===== src/rtl/eq_bist_if.sv =====
// Control/observe bundle for the equality-comparator BIST engine.
// The slave side is the engine; the master side drives start and models the comparator.
interface eq_bist_if #(
   parameter int W     = 2,
   parameter int ERR_W = 8
);
   logic             start;
   logic             exp_inv;
   logic             dut_aeqb;
   logic [W-1:0]     test_a;
   logic [W-1:0]     test_b;
   logic             busy;
   logic             done;
   logic             pass;
   logic [ERR_W-1:0] err_cnt;
   logic [W-1:0]     first_a;
   logic [W-1:0]     first_b;
   logic             first_valid;

   modport master (
      output start, exp_inv, dut_aeqb,
      input  test_a, test_b, busy, done, pass, err_cnt, first_a, first_b, first_valid
   );

   modport slave (
      input  start, exp_inv, dut_aeqb,
      output test_a, test_b, busy, done, pass, err_cnt, first_a, first_b, first_valid
   );
endinterface


===== src/rtl/eq_bist.sv =====
// Exhaustive BIST sweep for a W-bit equality comparator: drives every (a, b) pair,
// samples the comparator after SETTLE cycles, counts mismatches and records the first one.
module eq_bist #(
   parameter int W      = 2,
   parameter int SETTLE = 2,
   parameter int ERR_W  = 8
) (
   input  logic     clk,
   input  logic     reset_n,
   eq_bist_if.slave ctl
);
   typedef enum logic [1:0] {IDLE, RUN, DONE} state_t;

   localparam int HW = (SETTLE > 1) ? $clog2(SETTLE) : 1;
   localparam logic [HW-1:0]    HOLD_LAST = HW'(SETTLE - 1);
   localparam logic [W-1:0]     ONES      = '1;
   localparam logic [ERR_W-1:0] ERR_MAX   = '1;

   state_t           state_reg, state_next;
   logic [HW-1:0]    hold_reg;
   logic [W-1:0]     a_reg, b_reg;
   logic [W-1:0]     fa_reg, fb_reg;
   logic             fv_reg;
   logic [ERR_W-1:0] err_reg;
   logic             inv_reg;

   logic accept, sample, last_pair, mismatch;
   logic busy_c, done_c, pass_c;

   assign accept    = ctl.start && (state_reg != RUN);
   assign sample    = (state_reg == RUN) && (hold_reg == HOLD_LAST);
   assign last_pair = (a_reg == ONES) && (b_reg == ONES);
   assign mismatch  = ctl.dut_aeqb != ((a_reg == b_reg) ^ inv_reg);

   always_ff @(posedge clk or negedge reset_n) begin
      if (!reset_n) state_reg <= IDLE;
      else          state_reg <= state_next;
   end

   always_comb begin
      state_next = state_reg;
      case (state_reg)
         IDLE, DONE: if (ctl.start) state_next = RUN;
         RUN:        if (sample && last_pair) state_next = DONE;
         default:    state_next = IDLE;
      endcase
   end

   always_comb begin
      busy_c = (state_reg == RUN);
      done_c = (state_reg == DONE);
      pass_c = (state_reg == DONE) && (err_reg == '0);
   end

   always_ff @(posedge clk or negedge reset_n) begin
      if (!reset_n) begin
         hold_reg <= '0;
         a_reg    <= '0;
         b_reg    <= '0;
         fa_reg   <= '0;
         fb_reg   <= '0;
         fv_reg   <= 1'b0;
         err_reg  <= '0;
         inv_reg  <= 1'b0;
      end else if (accept) begin
         hold_reg <= '0;
         a_reg    <= '0;
         b_reg    <= '0;
         fa_reg   <= '0;
         fb_reg   <= '0;
         fv_reg   <= 1'b0;
         err_reg  <= '0;
         inv_reg  <= ctl.exp_inv;
      end else if (state_reg == RUN) begin
         if (sample) begin
            hold_reg <= '0;
            if (mismatch) begin
               if (err_reg != ERR_MAX) err_reg <= err_reg + 1'b1;
               if (!fv_reg) begin
                  fa_reg <= a_reg;
                  fb_reg <= b_reg;
                  fv_reg <= 1'b1;
               end
            end
            // The final pair stays on the operand bus once the sweep ends.
            if (!last_pair) begin
               b_reg <= b_reg + 1'b1;
               if (b_reg == ONES) a_reg <= a_reg + 1'b1;
            end
         end else begin
            hold_reg <= hold_reg + 1'b1;
         end
      end
   end

   assign ctl.test_a      = a_reg;
   assign ctl.test_b      = b_reg;
   assign ctl.busy        = busy_c;
   assign ctl.done        = done_c;
   assign ctl.pass        = pass_c;
   assign ctl.err_cnt     = err_reg;
   assign ctl.first_a     = fa_reg;
   assign ctl.first_b     = fb_reg;
   assign ctl.first_valid = fv_reg;
endmodule


===== src/flat_wrapper.sv =====
// flat-port wrapper written by rule: the top's interface ports become plain ports
module eq_bist_flat 
#(
   parameter int W      = 2,
   parameter int SETTLE = 2,
   parameter int ERR_W  = 8
)
  (clk, reset_n, ctl_start, ctl_exp_inv, ctl_dut_aeqb, ctl_test_a, ctl_test_b, ctl_busy, ctl_done, ctl_pass, ctl_err_cnt, ctl_first_a, ctl_first_b, ctl_first_valid);
  eq_bist_if #(.W(W), .ERR_W(ERR_W)) ctl_i ();
  input  logic clk;
  input  logic reset_n;
  input wire logic [$bits(ctl_i.start)-1:0] ctl_start;
  input wire logic [$bits(ctl_i.exp_inv)-1:0] ctl_exp_inv;
  input wire logic [$bits(ctl_i.dut_aeqb)-1:0] ctl_dut_aeqb;
  output wire logic [$bits(ctl_i.test_a)-1:0] ctl_test_a;
  output wire logic [$bits(ctl_i.test_b)-1:0] ctl_test_b;
  output wire logic [$bits(ctl_i.busy)-1:0] ctl_busy;
  output wire logic [$bits(ctl_i.done)-1:0] ctl_done;
  output wire logic [$bits(ctl_i.pass)-1:0] ctl_pass;
  output wire logic [$bits(ctl_i.err_cnt)-1:0] ctl_err_cnt;
  output wire logic [$bits(ctl_i.first_a)-1:0] ctl_first_a;
  output wire logic [$bits(ctl_i.first_b)-1:0] ctl_first_b;
  output wire logic [$bits(ctl_i.first_valid)-1:0] ctl_first_valid;
  assign ctl_i.start = ctl_start;
  assign ctl_i.exp_inv = ctl_exp_inv;
  assign ctl_i.dut_aeqb = ctl_dut_aeqb;
  assign ctl_test_a = ctl_i.test_a;
  assign ctl_test_b = ctl_i.test_b;
  assign ctl_busy = ctl_i.busy;
  assign ctl_done = ctl_i.done;
  assign ctl_pass = ctl_i.pass;
  assign ctl_err_cnt = ctl_i.err_cnt;
  assign ctl_first_a = ctl_i.first_a;
  assign ctl_first_b = ctl_i.first_b;
  assign ctl_first_valid = ctl_i.first_valid;
  eq_bist #(.W(W), .SETTLE(SETTLE), .ERR_W(ERR_W)) u_core (.clk(clk), .reset_n(reset_n), .ctl(ctl_i));
endmodule

===== config.mk =====
export PLATFORM = sky130hd
export DESIGN_NAME = eq_bist_flat
export DESIGN_NICKNAME = d
export VERILOG_FILES = /design/src/rtl/eq_bist_if.sv /design/src/rtl/eq_bist.sv /design/src/flat_wrapper.sv
export SDC_FILE = /design/constraint.sdc
export NUM_CORES = 1
export LEC_CHECK = 0
export ABC_AREA = 1
export BUFFER_PORTS_ARGS = -buffer_cell sky130_fd_sc_hd__buf_4
export CORE_MARGIN = 2
export CORE_UTILIZATION = 61
export CTS_BUF_LIST = sky130_fd_sc_hd__clkbuf_2
export DETAILED_ROUTE_END_ITERATION = 12
export PLACE_DENSITY = 0.95
export SLEW_MARGIN = 10
export SYNTH_ARGS = -nofsm -noshare
export SYNTH_HDL_FRONTEND = slang
export SYNTH_SLANG_ARGS = --single-unit

===== constraint.sdc =====
create_clock -name clk -period 2.8 [get_ports clk]
set_input_delay 0.56 -clock clk [delete_from_list [all_inputs] [get_ports clk]]
set_output_delay 0.56 -clock clk [all_outputs]
set_load 0.05 [all_outputs]

==> flow_summary_export.csv <==
group,metric,value,unit
grt,antenna_found_initial,0,
final_layout,multi_input_area,673,µm²
final_layout,nets,211,
clocking,cts_num_sinks,21,
grt,grt_pass1_wl,5540,µm
die,placeableCoreArea,1980,µm²
clocking,numCtsBuffers,3,
synthesis,ys_ff_latch,21,
clocking,cts_tree,"done",
sta,rsz0062_at_grt,"false",
die,num_rows,16,
synthesis,ys_seq_area_share,40.6,%
clocking,cts_resized,0,
synthesis,yosysTopAreaCell,"dfrtp_1",
synthesis,syn_avg_cell_area,7.44,µm²
power_and_ir_drop,p_clk_share,6.9,%
sta,slew_violations,0,
power_and_ir_drop,switchingPower,1.06,mW
sta,tns,0,ns
min_path,min_path_type,"in2async",
clocking,h-tree-depth,1,
final_layout,most-common-layout-cells,"nand2_1, buf_4, dfrtp_1, inv_1, nor2_1",
synthesis,syn_nets,183,
synthesis,synth.top_cell.area_share,40.6,%
final_layout,fill_cells,157,
power_and_ir_drop,pwr-share-seq,28.4,%
detailed_routing,drtIter0Drc,55,
grt,grt.total_usage,29.2,%
power_and_ir_drop,p_per_area,1220,nW/µm²
sta,hold_viol,0,
power_and_ir_drop,peakVddDrop,0.000805,V
critical_path,criticalPathCategory,"reg2out",
synthesis,synthCells,174,
detailed_routing,wl_per_cell,13.4,µm
synthesis,synth_cell_types,22,
place,hpwlAfterDp,2350,µm
detailed_routing,vias,1239,
final_layout,drive_gt1_share,23.4,%
place,portBuffers,24,
synthesis,netlist_area,1290,µm²
sta,worst_pin_slew,0.346,ns
critical_path,end_kind,"output port",
run_status,status,"finished, final reports clean",
final_layout,mostFrequentLayoutCell,"nand2_1",
synthesis,synth-simple-area-share,43.8,%
run,maxCapViolations,0,
final_layout,largest_register_ffs,8,
place,place.gp.congestion,0.969,
power_and_ir_drop,pwr-share-comb,64.6,%
final_layout,seq_area,526,µm²
die,die_area,2510,µm²
die,io_pins,25,
synthesis,synth_xor_area_share,0.676,%
die,die_h,50.1,µm
grt,grt_pass1_vias,1248,
synthesis,synth_fa_ha_area_share,3.86,%
detailed_routing,vias_per_cell,5.43,
critical_path,critical_path_peak_fanout,5,
detailed_routing,drt-total-wl,3060,µm
clocking,clkTransAtPathRegs,0.18,ns
power_and_ir_drop,leakage,0.883,nW
sta,max_slew_margin,76.9,%
clocking,post-cts-setup-buffer-count,0,
final_layout,fin_util,77.1,%
final_layout,syn_to_final_growth,18.1,%
synthesis,ys_top_cells_by_area,"dfrtp_1, nand2_1, inv_1",
clocking,holdBufCountCts,0,
critical_path,start_kind,"register",
die,fp.dieW,50.1,µm
clocking,clock_latency,0.33,ns
sta,clock_skew,0.00119,ns
clocking,cts.path.max_buffers,2,
final_layout,diodes,0,
clocking,clockRootBuffer,"clkbuf_2",
detailed_routing,dr.pass1.iters,4,
grt,grt_overflow,0,
grt,grt_max_degree,22,
synthesis,synth_compound_area_share,3.29,%
synthesis,synthMuxAreaShare,0,%
sta,post-route-period-util,75.1,%
critical_path,cp.required,2.24,ns
sta,max_freq,0.475,GHz
sta,period_minus_slack,2.10,ns
power_and_ir_drop,swShare,57.2,%
die,start_util,65.3,%
synthesis,yosys_warnings,0,
detailed_routing,ant_nets,0,
detailed_routing,route.detailed.drc,0,
power_and_ir_drop,p_int,795,µW
synthesis,synth_top_family_by_area,"simple AND/OR/NAND/NOR gates",
critical_path,crit_arrival,1.54,ns
sta,setup_violations,0,
==> critical path: stages (launching register included) <==
cell	delay, ns
dfrtp_1	0.47
inv_1	0.12
ha_1	0.18
nand2_1	0.08
nor3_2	0.15
buf_4	0.21
==> per-stage QoR <==
stage | cell area (µm²) | hold slack [ns] | setup slack [ns] | power, mW | cells
2_1_floorplan | 1300 | 0.264 | 0.244 | 1.40 | 174
3_3_place_gp | 1510 | 0.451 | 1.16 | 1.67 | 224
3_5_place_dp | 1510 | 0.456 | 1.11 | 1.72 | 224
4_1_cts | 1530 | 0.0703 | 0.708 | 1.85 | 228
5_1_grt | 1530 | 0.0578 | 0.627 | 2.01 | 228
6_report | 1530 | 0.0610 | 0.697 | 1.86 | 228
==> synthesized netlist by cell type (all sizes together) <==
library cell and instances:
dfrtp 21, o21ai 5, buf 1, inv 25, nand3 16, nand2 69
nor3 1, ha 4, nand4 9, nor2 17, o31ai 1, a21oi 2
xor2 1, nor3b 2
==> kinds of logic (layout without fill, tap and decap cells) <==
kind of cell             after synthesis  in the layout
adder cells (fa/ha/maj)                4              4
AND/OR/NAND/NOR                      114            114
buffers and inverters                 26             53
XOR/XNOR                               1              1
AO/OA/AOI/OAI                          8              8
flip-flops                            21             21
==> layout make-up <==
type / instances / area share (%)
Clock buffer: 4 / 1.31
Inverter: 25 / 6.30
Multi-Input combinational cell: 127 / 44.0
Sequential cell: 21 / 34.4
Tap cell: 27 / 2.21
Timing Repair Buffer: 24 / 11.8
==> per-layer routing <==
metal  GRT usage [%]  part of all wire, %  up-vias
li1                -                    -      610
met1            36.0                   41      572
met2            48.7                   52       48
met3            3.03                  4.7        9
met4            18.1                  2.8        0
met5               0                    0        -
==> power groups by stage <==
stage | logic, mW | clock network, mW | registers, mW
after global placement | 1.15 | 0 | 0.524
after floorplan | 0.589 | 0 | 0.816
after CTS | 1.19 | 0.131 | 0.524
after detailed placement | 1.19 | 0 | 0.531
final | 1.20 | 0.129 | 0.528
after global routing | 1.32 | 0.142 | 0.546
==> final timing paths <==
check / from / slack, ns / cells after the start / to
min in group clk: ctl_exp_inv / 0.42 / 3 / u_core.inv_reg
hold reg to reg: u_core.ctl.first_b[0] / 0.50 / 2 / u_core.ctl.first_b[0]
setup / recovery: u_core.ctl.err_cnt[0] / 0.70 / 5 / ctl_pass
max in group asynchronous: reset_n / 2.53 / 1 / u_core.ctl.err_cnt[7]
setup reg to reg: u_core.ctl.err_cnt[1] / 1.25 / 7 / u_core.ctl.err_cnt[2]
hold / removal: reset_n / 0.06 / 1 / u_core.state_reg[0]
Power figures use the tool's default switching activity.
